==> src/rtl/sub_serial.sv <==
// sub_serial: bit-serial subtractor computing A - B - Bin LSB first, one bit per clock,
// with a start/busy/done handshake and registered Diff/Bout.
module sub_serial #(
    parameter int WIDTH = 4
) (
    input  logic             clk,
    input  logic             rst_n,
    input  logic             start,
    input  logic [WIDTH-1:0] A,
    input  logic [WIDTH-1:0] B,
    input  logic             Bin,
    output logic             busy,
    output logic             done,
    output logic [WIDTH-1:0] Diff,
    output logic             Bout
);
    localparam int CW = $clog2(WIDTH) + 1;

    typedef enum logic [1:0] {IDLE, SHIFT, DONE} state_t;

    state_t           state_q, state_d;
    logic [WIDTH-1:0] a_sr_q, a_sr_d, b_sr_q, b_sr_d, d_sr_q, d_sr_d, diff_q, diff_d;
    logic [CW-1:0]    cnt_q, cnt_d;
    logic             br_q, br_d, bout_q, bout_d;
    logic             bit_d, br_nx;
    logic [WIDTH-1:0] d_shift;

    assign bit_d   = a_sr_q[0] ^ b_sr_q[0] ^ br_q;
    // borrow when a<b, or when the bits match and a borrow is already pending
    assign br_nx   = (~a_sr_q[0] & b_sr_q[0]) | (~(a_sr_q[0] ^ b_sr_q[0]) & br_q);
    assign d_shift = {bit_d, d_sr_q[WIDTH-1:1]};

    always_comb begin
        state_d = state_q;
        a_sr_d  = a_sr_q;
        b_sr_d  = b_sr_q;
        d_sr_d  = d_sr_q;
        br_d    = br_q;
        cnt_d   = cnt_q;
        diff_d  = diff_q;
        bout_d  = bout_q;
        case (state_q)
            IDLE: if (start) begin
                a_sr_d  = A;
                b_sr_d  = B;
                br_d    = Bin;
                cnt_d   = '0;
                state_d = SHIFT;
            end
            SHIFT: begin
                a_sr_d = a_sr_q >> 1;
                b_sr_d = b_sr_q >> 1;
                d_sr_d = d_shift;
                br_d   = br_nx;
                cnt_d  = cnt_q + CW'(1);
                if (cnt_q == CW'(WIDTH - 1)) begin
                    diff_d  = d_shift;
                    bout_d  = br_nx;
                    state_d = DONE;
                end
            end
            default: state_d = IDLE;
        endcase
    end

    always_ff @(posedge clk) begin
        if (!rst_n) begin
            state_q <= IDLE;
            a_sr_q  <= '0;
            b_sr_q  <= '0;
            d_sr_q  <= '0;
            br_q    <= 1'b0;
            cnt_q   <= '0;
            diff_q  <= '0;
            bout_q  <= 1'b0;
        end else begin
            state_q <= state_d;
            a_sr_q  <= a_sr_d;
            b_sr_q  <= b_sr_d;
            d_sr_q  <= d_sr_d;
            br_q    <= br_d;
            cnt_q   <= cnt_d;
            diff_q  <= diff_d;
            bout_q  <= bout_d;
        end
    end

    assign busy = (state_q == SHIFT);
    assign done = (state_q == DONE);
    assign Diff = diff_q;
    assign Bout = bout_q;
endmodule
==> config.mk <==
export PLATFORM = sky130hd
export DESIGN_NAME = sub_serial
export DESIGN_NICKNAME = d
export VERILOG_FILES = /design/src/rtl/sub_serial.sv
export SDC_FILE = /design/constraint.sdc
export NUM_CORES = 1
export LEC_CHECK = 0
export CORE_MARGIN = 5
export CORE_UTILIZATION = 44
export DETAILED_ROUTE_END_ITERATION = 16
export HOLD_SLACK_MARGIN = 0.08
export MAX_ROUTING_LAYER = met4
export PLACE_DENSITY = 0.73
export SETUP_SLACK_MARGIN = 0.5
export SLEW_MARGIN = 20
export SYNTH_ARGS = -nofsm -noshare
export SYNTH_HDL_FRONTEND = slang
export SYNTH_SLANG_ARGS = --single-unit
export TNS_END_PERCENT = 1
==> constraint.sdc <==
create_clock -name clk -period 1.32 [get_ports clk]
set_input_delay 0.264 -clock clk [delete_from_list [all_inputs] [get_ports clk]]
set_output_delay 0.264 -clock clk [all_outputs]
set_load 0.05 [all_outputs]
==> results.toml <==
[status]
status = "complete, but fails checks"
violations = "setup timing"

[worst_setup_path]
critPathMaxFanout = 4
r2r.worst_path.cells = 4
crit_slowest_cell = "dfxtp_4"
max_stage_delay_ns = 0.39
start_kind = "flip-flop"
rr_endpoint = "Bout$_SDFFE_PN0P_"
crit_type = "flip-flop to output port"
crit_family = "flip-flops"
crit_start = "state_q[0]$_SDFFE_PN0P_"
cp_cell_sequence = "nor2b_4 -> buf_6 -> buf_12"
crit_path_end_kind = "output port"
worst-path-buf-inv = 2
timing.rr.start = "cnt_q[0]$_SDFFE_PN0P_"
r2r_slack_ns = 0.01
arrival_ns = 1.08
required_ns = 1.06

[cts]
htreeDepth = 1
cts_sinks = 22
tritoncts = "yes"
clock_latency_ns = 0.31
cts_inserted_buffers = 3
cts_buffer_depth = 2
clk_pin_slew_ns = 0.12
cts-root-buf = "clkbuf_4"
ctsHoldBuffers = 0

[routing]
drc = 0
ant_nets = 0
drtIter0Drc = 8
wirelength_um = 2300
num_vias = 819
first_pass_iters = 4
via_per_inst = 5.15
wl_per_cell_um = 14.5

[placement]
gp_congestion = 0.806
io_buffers = 18
dp_hpwl_um = 1350
dp.cells = 149

[timing]
rsz0062_at_grt = "yes"
tightestPinTransition_ns = 0.200
finalSetupViolCount = 2
setup_slack_ns = -0.0225
setup_tns_ns = -0.0338
finClkSkew_ns = 0.0123
period_share = 1.02
final_max_slew_viol_count = 0
max_freq_mhz = 745
period_minus_slack_ns = 1.34
relSlewSlack = 0.863
finalHoldViolations = 0

[global_routing]
antenna_found_initial = 0
overflow = 0
grt_max_degree = 31
grt_pass1_wl_um = 3840
track_usage = 0.158
grt_pass1_vias = 842

[floorplan]
die_h_um = 56.5
initial_core_util = 0.474
die_width_um = 56.5
num_rows = 16
die_area_sq_um = 3190
core-area_sq_um = 2000
io_pins = 19

[layout]
area_delta_synth_final_pct = 58.9
num_antenna_cells = 0
drive_gt1_frac = 0.439
layoutNonFillerInstCount = 159
final_nets = 148

[synth]
yosysSeqAreaShare = 0.464
yosysWarnings = 0
synthCells = 103
ys_seq_elements = 22
synth_fp_nets = 118
netlist_area_sq_um = 950
syn_avg_cell_area_sq_um = 9.22
synth_cell_types = 23

[min_path]
min_from = "start"
hold_end = "a_sr_q[3]$_SDFFE_PN0P_"
hold_depth = 3
hold_path_class = "input port to flip-flop"

[power]
p_leak_nw = 0.589
p_per_area_nw_per_um2 = 984
vdd_drop_max_uv = 806

[run]
drv_cap = 0
## cell usage in the layout, fill, tap and decap left out, types with 2 or more instances in the layout
master / n
o21ai_2: 6
buf_4: 8
dfxtp_4: 3
inv_1: 2
nor2b_4: 2
buf_6: 5
mux2i_1: 11
nand3_2: 5
dfxtp_2: 8
o22ai_1: 2
inv_2: 3
dfxtp_1: 11
buf_12: 7
o211ai_1: 7
ha_4: 2
nor2_1: 2
o21ai_1: 8
nor2b_1: 3
nand2_1: 12
clkdlybuf4s50_1: 10
clkbuf_4: 3
## synth_stat cells (all sizes together)
| cell | instances | share of area |
|---|---|---|
| a21oi | 1 | 0.0053 |
| and2 | 1 | 0.0066 |
| and3b | 1 | 0.0092 |
| buf | 2 | 0.011 |
| clkbuf | 5 | 0.020 |
| dfxtp | 22 | 0.46 |
| fa | 1 | 0.021 |
| ha | 2 | 0.026 |
| inv | 5 | 0.020 |
| mux2i | 11 | 0.12 |
| nand2 | 12 | 0.047 |
| nand3 | 5 | 0.026 |
| nand3b | 1 | 0.0079 |
| nor2 | 3 | 0.014 |
| nor2b | 5 | 0.033 |
| nor3b | 1 | 0.0079 |
| o211a | 1 | 0.011 |
| o211ai | 7 | 0.055 |
| o21ai | 14 | 0.074 |
| o22ai | 2 | 0.013 |
| or3b | 1 | 0.012 |
## power breakdown
group          switching, mW  internal, mW  total, mW
Combinational          0.113         0.137      0.250
Sequential            0.0257         0.693      0.719
Clock                  0.209         0.307      0.516
## repair_timing
action / 4_1_cts / 5_1_grt
endpoints found under the setup margin: 29 / 29
gates resized for setup: 35 / 10
endpoints found under the hold margin: 0 / 0
pin swaps: 21 / 12
setup buffers: 5 / 1
## registers in the layout (all words and copies together), names as in the netlist
| register | cells |
|---|---|
| br_q | 1 |
| b_sr_q | 4 |
| cnt_q | 3 |
| Bout | 1 |
| state_q | 2 |
| Diff | 4 |
| a_sr_q | 4 |
| d_sr_q | 3 |
## final cells by class
class                           instances  area, sq um
Fill cell                             134          493
Multi-Input combinational cell         69          558
Sequential cell                        22          462
Clock inverter                          1         30.0
Inverter                                5         18.8
Tap cell                               27         33.8
Timing Repair Buffer                   32          384
Clock buffer                            3         22.5
## cells by family (layout without fill, tap and decap cells)
family / after synthesis / count (layout) / synth area share
simple gates: 30 / 30 / 0.165
compound gates: 25 / 25 / 0.158
flops: 22 / 22 / 0.464
buf+inv: 12 / 41 / 0.0501
mux: 11 / 11 / 0.116
fa+ha+maj: 3 / 3 / 0.0474
## worst reg2reg max path: cells and delay by family, from the launching register on
kind	cells	cell delay, ns
AO/OA/AOI/OAI	1	0.25
adder cells (fa/ha/maj)	2	0.32
flip-flops	1	0.38
AND/OR/NAND/NOR	1	0.28
## routing by layer
metal | vias to the layer above | track usage | share of wire
met5 | - | - | 0
met4 | 0 | 0.0746 | 0.026
met3 | 6 | 0.0505 | 0.054
met2 | 32 | 0.236 | 0.50
met1 | 366 | 0.191 | 0.42
li1 | 415 | - | -
## stage by stage
stage	area [sq um]	util	hold slack, ns	setup WS (ns)	power (mW)
2_1_floorplan	996	-	0.414	0.0884	0.840
3_3_place_gp	1300	0.649	0.443	-0.140	0.920
3_5_place_dp	1300	0.649	0.453	-0.172	0.926
4_1_cts	1470	0.735	0.474	-0.0269	1.47
5_1_grt	1510	0.754	0.338	-0.0620	1.54
6_report	1510	0.754	0.336	-0.0225	1.48
## worst max path at each step
stage | slack (ns) | end | cells past startpoint
floorplan | 0.09 | Bout$_SDFFE_PN0P_ | 5
detailed placement | -0.17 | b_sr_q[1]$_SDFFE_PN0P_ | 4
global placement | -0.14 | b_sr_q[1]$_SDFFE_PN0P_ | 4
CTS | -0.03 | busy | 3
global route | -0.06 | busy | 3
finish | -0.02 | busy | 3
(Power assumes the default switching activity.)
